<file path="src/rtl/uart_pkg.sv">
// Shared types and limits for the UART transmitter.
// Parity support is compiled in only when UART_TX_PARITY_EN is defined.
package uart_pkg;

    localparam int unsigned MaxDataWidth  = 9;
    localparam int unsigned MaxOversample = 16;

    // Counters are sized for the largest legal configuration.
    localparam int unsigned TickCntW = $clog2(MaxOversample);
    localparam int unsigned BitCntW  = $clog2(MaxDataWidth);

    typedef enum logic [2:0] {
        Idle,
        Start,
        Data,
        Parity,
        Stop
    } uart_tx_state_e;

    typedef enum logic [1:0] {
        None = 2'b00,
        Even = 2'b01,
        Odd  = 2'b10
    } parity_mode_e;

    // Mode 2'b11 is treated as no parity.
    function automatic parity_mode_e decode_parity(input logic [1:0] mode);
        case (mode)
            2'b01:   return Even;
            2'b10:   return Odd;
            default: return None;
        endcase
    endfunction

endpackage

</file>
<file path="src/rtl/uart_fifo.sv">
// Synchronous FIFO with occupancy count; a push alongside a pop is accepted when full.
module uart_fifo #(
    parameter int unsigned Width = 8,
    parameter int unsigned Depth = 4
) (
    input  logic                     clk_i,
    input  logic                     rst_ni,
    input  logic                     push_i,
    input  logic [Width-1:0]         wdata_i,
    input  logic                     pop_i,
    output logic [Width-1:0]         rdata_o,
    output logic                     full_o,
    output logic                     empty_o,
    output logic [$clog2(Depth):0]   level_o
);

    localparam int unsigned PtrW   = $clog2(Depth);
    localparam int unsigned LevelW = PtrW + 1;

    logic [Width-1:0]  mem_q [Depth];
    logic [PtrW-1:0]   wr_ptr_q, wr_ptr_d;
    logic [PtrW-1:0]   rd_ptr_q, rd_ptr_d;
    logic [LevelW-1:0] level_q, level_d;
    logic              do_push, do_pop;

    assign full_o  = (level_q == LevelW'(Depth));
    assign empty_o = (level_q == '0);
    assign do_pop  = pop_i && !empty_o;
    assign do_push = push_i && (!full_o || do_pop);
    assign rdata_o = mem_q[rd_ptr_q];
    assign level_o = level_q;

    always_comb begin
        wr_ptr_d = wr_ptr_q;
        rd_ptr_d = rd_ptr_q;
        level_d  = level_q;
        if (do_push) wr_ptr_d = wr_ptr_q + PtrW'(1);
        if (do_pop)  rd_ptr_d = rd_ptr_q + PtrW'(1);
        case ({do_push, do_pop})
            2'b10:   level_d = level_q + LevelW'(1);
            2'b01:   level_d = level_q - LevelW'(1);
            default: level_d = level_q;
        endcase
    end

    always_ff @(posedge clk_i or negedge rst_ni) begin
        if (!rst_ni) begin
            wr_ptr_q <= '0;
            rd_ptr_q <= '0;
            level_q  <= '0;
        end else begin
            wr_ptr_q <= wr_ptr_d;
            rd_ptr_q <= rd_ptr_d;
            level_q  <= level_d;
        end
    end

    // Storage needs no reset: pointers and level define what is valid.
    always_ff @(posedge clk_i) begin
        if (do_push) mem_q[wr_ptr_q] <= wdata_i;
    end

endmodule

</file>
<file path="src/rtl/uart_tx_fifo.sv">
// Buffered UART transmitter: FIFO feeding a start/data/[parity]/stop serialiser.
// Define UART_TX_PARITY_EN to build the parity bit; otherwise parity_i is ignored.
module uart_tx_fifo
    import uart_pkg::*;
#(
    parameter int unsigned DataWidth  = 8,
    parameter int unsigned Oversample = 16,
    parameter int unsigned FifoDepth  = 4
) (
    input  logic                        clk_i,
    input  logic                        rst_ni,
    input  logic                        tick_i,
    input  logic                        valid_i,
    input  logic [DataWidth-1:0]        data_i,
    output logic                        ready_o,
    input  logic [1:0]                  parity_i,
    input  logic                        stop2_i,
    output logic                        txd_o,
    output logic                        busy_o,
    output logic [$clog2(FifoDepth):0]  level_o
);

    uart_tx_state_e       state_q, state_d;
    logic [TickCntW-1:0]  tick_cnt_q, tick_cnt_d;
    logic [BitCntW-1:0]   bit_cnt_q, bit_cnt_d;
    logic [DataWidth-1:0] shift_q, shift_d;
    logic                 stop2_q, stop2_d;
    logic                 txd_q, txd_d;
    logic [DataWidth-1:0] fifo_rdata;
    logic                 fifo_full, fifo_empty, fifo_pop;
    logic                 load, bit_done;
`ifdef UART_TX_PARITY_EN
    parity_mode_e         par_mode_q, par_mode_d;
    logic                 par_q, par_d;
`else
    logic                 unused_parity;
    assign unused_parity = ^parity_i;
`endif

    uart_fifo #(
        .Width (DataWidth),
        .Depth (FifoDepth)
    ) u_fifo (
        .clk_i   (clk_i),
        .rst_ni  (rst_ni),
        .push_i  (valid_i && ready_o),
        .wdata_i (data_i),
        .pop_i   (fifo_pop),
        .rdata_o (fifo_rdata),
        .full_o  (fifo_full),
        .empty_o (fifo_empty),
        .level_o (level_o)
    );

    assign ready_o  = !fifo_full;
    assign busy_o   = (state_q != Idle) || !fifo_empty;
    assign txd_o    = txd_q;
    assign bit_done = tick_i && (tick_cnt_q == TickCntW'(Oversample - 1));

    always_comb begin
        state_d    = state_q;
        tick_cnt_d = tick_cnt_q;
        bit_cnt_d  = bit_cnt_q;
        shift_d    = shift_q;
        stop2_d    = stop2_q;
        fifo_pop   = 1'b0;
        load       = 1'b0;
        txd_d      = 1'b1;
`ifdef UART_TX_PARITY_EN
        par_mode_d = par_mode_q;
        par_d      = par_q;
`endif

        if (state_q != Idle && tick_i) begin
            tick_cnt_d = bit_done ? '0 : tick_cnt_q + TickCntW'(1);
        end

        case (state_q)
            Idle: load = !fifo_empty;
            Start: if (bit_done) state_d = Data;
            Data: begin
                if (bit_done) begin
                    shift_d = shift_q >> 1;
                    if (bit_cnt_q == BitCntW'(DataWidth - 1)) begin
                        bit_cnt_d = '0;
`ifdef UART_TX_PARITY_EN
                        state_d = (par_mode_q != None) ? Parity : Stop;
`else
                        state_d = Stop;
`endif
                    end else begin
                        bit_cnt_d = bit_cnt_q + BitCntW'(1);
                    end
                end
            end
`ifdef UART_TX_PARITY_EN
            Parity: if (bit_done) state_d = Stop;
`endif
            Stop: begin
                // bit_cnt counts stop bits; a queued byte starts with no idle gap.
                if (bit_done) begin
                    if (stop2_q && bit_cnt_q == '0) begin
                        bit_cnt_d = BitCntW'(1);
                    end else begin
                        state_d = Idle;
                        load    = !fifo_empty;
                    end
                end
            end
            default: state_d = Idle;
        endcase

        if (load) begin
            fifo_pop   = 1'b1;
            shift_d    = fifo_rdata;
            stop2_d    = stop2_i;
            tick_cnt_d = '0;
            bit_cnt_d  = '0;
            state_d    = Start;
`ifdef UART_TX_PARITY_EN
            par_mode_d = decode_parity(parity_i);
            par_d      = ^fifo_rdata;
`endif
        end

        // Line level follows the state being entered so txd_o stays registered.
        case (state_d)
            Start:   txd_d = 1'b0;
            Data:    txd_d = shift_d[0];
`ifdef UART_TX_PARITY_EN
            Parity:  txd_d = par_d ^ (par_mode_d == Odd);
`endif
            default: txd_d = 1'b1;
        endcase
    end

    always_ff @(posedge clk_i or negedge rst_ni) begin
        if (!rst_ni) begin
            state_q    <= Idle;
            tick_cnt_q <= '0;
            bit_cnt_q  <= '0;
            shift_q    <= '0;
            stop2_q    <= 1'b0;
            txd_q      <= 1'b1;
`ifdef UART_TX_PARITY_EN
            par_mode_q <= None;
            par_q      <= 1'b0;
`endif
        end else begin
            state_q    <= state_d;
            tick_cnt_q <= tick_cnt_d;
            bit_cnt_q  <= bit_cnt_d;
            shift_q    <= shift_d;
            stop2_q    <= stop2_d;
            txd_q      <= txd_d;
`ifdef UART_TX_PARITY_EN
            par_mode_q <= par_mode_d;
            par_q      <= par_d;
`endif
        end
    end

endmodule

</file>
<file path="config.mk">
export PLATFORM = sky130hd
export DESIGN_NAME = uart_tx_fifo
export DESIGN_NICKNAME = d
export VERILOG_FILES = /design/src/rtl/uart_pkg.sv /design/src/rtl/uart_fifo.sv /design/src/rtl/uart_tx_fifo.sv
export SDC_FILE = /design/constraint.sdc
export NUM_CORES = 1
export LEC_CHECK = 0
export CORE_UTILIZATION = 40
export DETAILED_ROUTE_END_ITERATION = 16
export PLACE_DENSITY = 0.65
export SLEW_MARGIN = 20
export SYNTH_ARGS = -nofsm -noshare
export SYNTH_HDL_FRONTEND = slang
export SYNTH_SLANG_ARGS = --single-unit
</file>
<file path="constraint.sdc">
create_clock -name clk_i -period 2.6 [get_ports clk_i]
set_input_delay 0.52 -clock clk_i [delete_from_list [all_inputs] [get_ports clk_i]]
set_output_delay 0.52 -clock clk_i [all_outputs]
set_load 0.01 [all_outputs]
</file>
==> impl_metrics.py <==
metrics = {
    "setup_path": {
        "worstSetupEndpointType": "flop",
        "arrival_ns": 2.51,
        "path_cells": "inv_1, ha_1, and4bb_2, o21ai_4, and2_1, ha_1, fa_1, xnor2_1, nor2_1, xor2_1",
        "r2r-end": "u_fifo.level_o[2]",
        "r2r_cells": 10,
        "critical_path_class": "reg -> reg",
        "required_ns": 2.82,
        "cpMaxStageDelayCell": "dfrtp_1",
        "start_kind": "flop",
        "reg2reg_from": "bit_cnt_q[0]",
        "worst-path-max-fanout": 5,
        "cpPeakStageDelay_ns": 0.42,
        "reg2reg_slack_ns": 0.31,
        "cp_common_cell": "ha_1",
    },
    "global_routing": {
        "grtUsageTotal_pct": 15.5,
        "grt_pass1_vias": 1630,
        "antenna_found_initial": 0,
        "grt_max_degree": 29,
        "gr-total-overflow": 0,
        "grt_pass1_wl_um": 8310,
    },
    "logic_synthesis": {
        "synth_area_um2": 2750,
        "synth_cell_types": 46,
        "ys_seq_area_share_pct": 60.6,
        "ys.flop_type": "edfxtp_1",
        "synth-edff-count": 32,
        "async_flop_share_pct": 46.7,
        "yosys_warnings": 0,
        "synth_area_per_cell_um2": 14.6,
        "synthCells": 188,
        "synth_nets": 212,
        "ys_seq_elements": 60,
    },
    "drt": {
        "routedWlPerCell_um": 15.6,
        "drt_iter0_drc": 77,
        "viasPerCell": 5.28,
        "first_pass_iters": 4,
        "drt-total-wl_um": 4690,
        "detail-route-antenna-nets": 0,
        "vias": 1590,
        "route.detailed.drc": 0,
    },
    "layout": {
        "fin_nets": 243,
        "fin_area_um2": 3220,
        "n_antenna_cell": 0,
        "drive_gt1_share_pct": 20.5,
        "syn2layout_area_growth_pct": 17.3,
        "final_util_pct": 49.6,
        "final_cell_count_no_fill": 301,
    },
    "placed_design": {
        "routabilityCongestion": 0.753,
        "io_buffers": 18,
        "dp_hpwl_um": 3180,
        "dp_cells": 285,
        "pre_cts_ws_ns": 0.0810,
        "post_dp_cell_area_um2": 3040,
    },
    "clock_tree": {
        "cts_hold_buf": 0,
        "cts_tree": "done",
        "worstSkewPairLatency_ns": 0.33,
        "cts_made_buffers": 9,
        "cts.reportedPaths.clkPinSlew_ns": 0.07,
        "cts-root-buf": "clkbuf_8",
        "cts_setup_buffers": 0,
        "cts.path.max_buffers": 2,
        "htree_num_levels": 3,
        "cts_resized": 0,
        "clock-sinks": 60,
    },
    "sta": {
        "rsz0062_at_grt": "false",
        "period_share_pct": 88.2,
        "hold_viol_final": 0,
        "fin_ws_ns": 0.307,
        "hold_ws_ns": 0.505,
        "finalCriticalPeriod_ns": 2.29,
        "max_freq_mhz": 436,
        "tightest_slew_ns": 0.763,
        "setup_viol_count_final": 0,
        "skew_ns": 0.00549,
        "tns_ns": 0,
        "slew_headroom_pct": 48.7,
        "slew_violations": 0,
    },
    "floorplanning": {
        "die_h_um": 84.8,
        "coreArea_um2": 6490,
        "rows": 29,
        "initial_utilization_pct": 42.3,
        "die_x_um": 84.8,
        "pin_count": 21,
        "die-area_um2": 7200,
    },
    "flow_run": {
        "cap_violations": 0,
    },
    "power": {
        "p_total_mw": 3.10,
        "power_density_nw_per_um2": 964,
        "vdd_drop_max_mv": 0.540,
        "p_leak_nw": 1.21,
    },
    "hold_path": {
        "worst_hold_path.endpoint": "shift_q[4]",
        "hold_class": "reg -> reg",
        "hold_depth": 1,
        "hold_start": "shift_q[4]",
    },
    "status": {
        "status": "complete, no violations",
    },
}
critical path, delay by kind of cell, from the launching register on:
kind	cells	cell delay, ns
AOI/OAI and AO/OA	1	0.07
xor gates and xnor gates	2	0.30
and+or+nand+nor	3	0.55
adders and majority gates	3	0.75
DFF	1	0.42
buffers and inverters	1	0.10
cell families (layout without fill, tap and decap cells):
group / Yosys count / count (layout) / share of synthesized area [%]
DFF: 60 / 60 / 60.6
and+or+nand+nor: 53 / 53 / 12.0
AOI/OAI and AO/OA: 31 / 31 / 8.57
muxes: 15 / 15 / 9.34
buffers and inverters: 13 / 49 / 2.60
adders and majority gates: 9 / 9 / 4.38
xor gates and xnor gates: 7 / 7 / 2.51
flip-flops by register name (all words and copies together) (netlist names):
name and flops:
u_fifo.wr_ptr_q 2, bit_cnt_q 4, u_fifo.level_o 3, stop2_q 1, u_fifo.rd_ptr_q 2, u_fifo.mem_q 32, shift_q 8, state_q 3
txd_o 1, tick_cnt_q 4
worst max-delay path by stage:
stage,cells past startpoint,end,slack [ns],startpoint
floorplan,12,u_fifo.level_o[2],0.20,bit_cnt_q[0]
global placement,7,u_fifo.level_o[1],0.09,tick_i
detailed placement,7,u_fifo.level_o[1],0.08,tick_i
CTS,10,u_fifo.level_o[2],0.29,bit_cnt_q[0]
global route,8,u_fifo.level_o[2],0.14,u_fifo.level_o[1]
finish,10,u_fifo.level_o[2],0.31,bit_cnt_q[0]
Yosys cell counts, types with 2 or more instances:
| master | instances | area (um^2) |
|---|---|---|
| nand3_1 | 6 | 30.0 |
| o31ai_1 | 4 | 30.0 |
| and2_1 | 7 | 43.8 |
| nand2b_1 | 2 | 12.5 |
| nor3_1 | 5 | 25.0 |
| inv_1 | 7 | 26.3 |
| a2111oi_0 | 2 | 17.5 |
| ha_1 | 8 | 100 |
| nor3b_1 | 2 | 15.0 |
| xnor2_1 | 5 | 43.8 |
| o21ai_0 | 3 | 15.0 |
| buf_2 | 3 | 15.0 |
| nor2_1 | 9 | 33.8 |
| mux2i_1 | 2 | 20.0 |
| and3_1 | 5 | 31.3 |
| mux4_2 | 8 | 180 |
| nor2b_1 | 2 | 12.5 |
| nand2_1 | 3 | 11.3 |
| a221o_1 | 6 | 60.1 |
| mux2_2 | 5 | 56.3 |
| edfxtp_1 | 32 | 961 |
| or3_1 | 2 | 12.5 |
| a21oi_1 | 9 | 45.0 |
| dfrtp_1 | 27 | 676 |
| a21oi_2 | 2 | 17.5 |
| nand3b_1 | 2 | 15.0 |
report_power, final:
group / total (mW) / switching, mW / internal, mW / leakage (nW)
logic: 0.854 / 0.389 / 0.466 / 0.486
registers: 1.49 / 0.209 / 1.28 / 0.641
clock network: 0.761 / 0.403 / 0.358 / 0.0868
total: 3.10 / 1.00 / 2.10 / 1.21
cells in the final DEF, fill, tap and decap left out, types with 2 or more instances in the layout:
master,netlist,routed
clkinvlp_4,0,2
a221o_1,6,6
clkbuf_8,0,9
or3_1,2,2
mux2_2,5,5
inv_6,0,3
and3_1,5,5
nand2_1,3,3
mux4_2,8,8
o31ai_1,4,4
xnor2_1,5,5
buf_4,0,8
and2_1,7,7
o21ai_0,3,3
nand3_1,6,6
a21oi_2,2,2
clkinv_4,0,2
edfxtp_1,32,32
ha_1,8,8
clkdlybuf4s50_1,0,18
dfrtp_1,27,27
a2111oi_0,2,2
a21oi_1,9,9
nor2_1,9,9
nand2b_1,2,2
nor3_1,5,5
mux2i_1,2,2
nand3b_1,2,2
nor3b_1,2,2
nor2b_1,2,2
inv_1,7,7
layer usage:
layer / share of wire (%) / wire, um / global-route usage [%] / up-vias
li1: - / - / - / 782
met1: 50 / 2350 / 21.6 / 781
met2: 46 / 2160 / 22.2 / 25
met3: 3.1 / 146 / 5.84 / 2
met4: 0.77 / 36 / 5.55 / 0
met5: 0 / 0 / 0 / -
final cells by class:
cell class,instances,area [um^2]
inverter,7,26.3
multi-input combinational,115,1010
sequential,60,1660
fill,558,3280
clock inverter,7,58.8
clock buffer,9,124
tap,77,96.3
timing repair buffer,26,240
(Power assumes the default switching activity.)
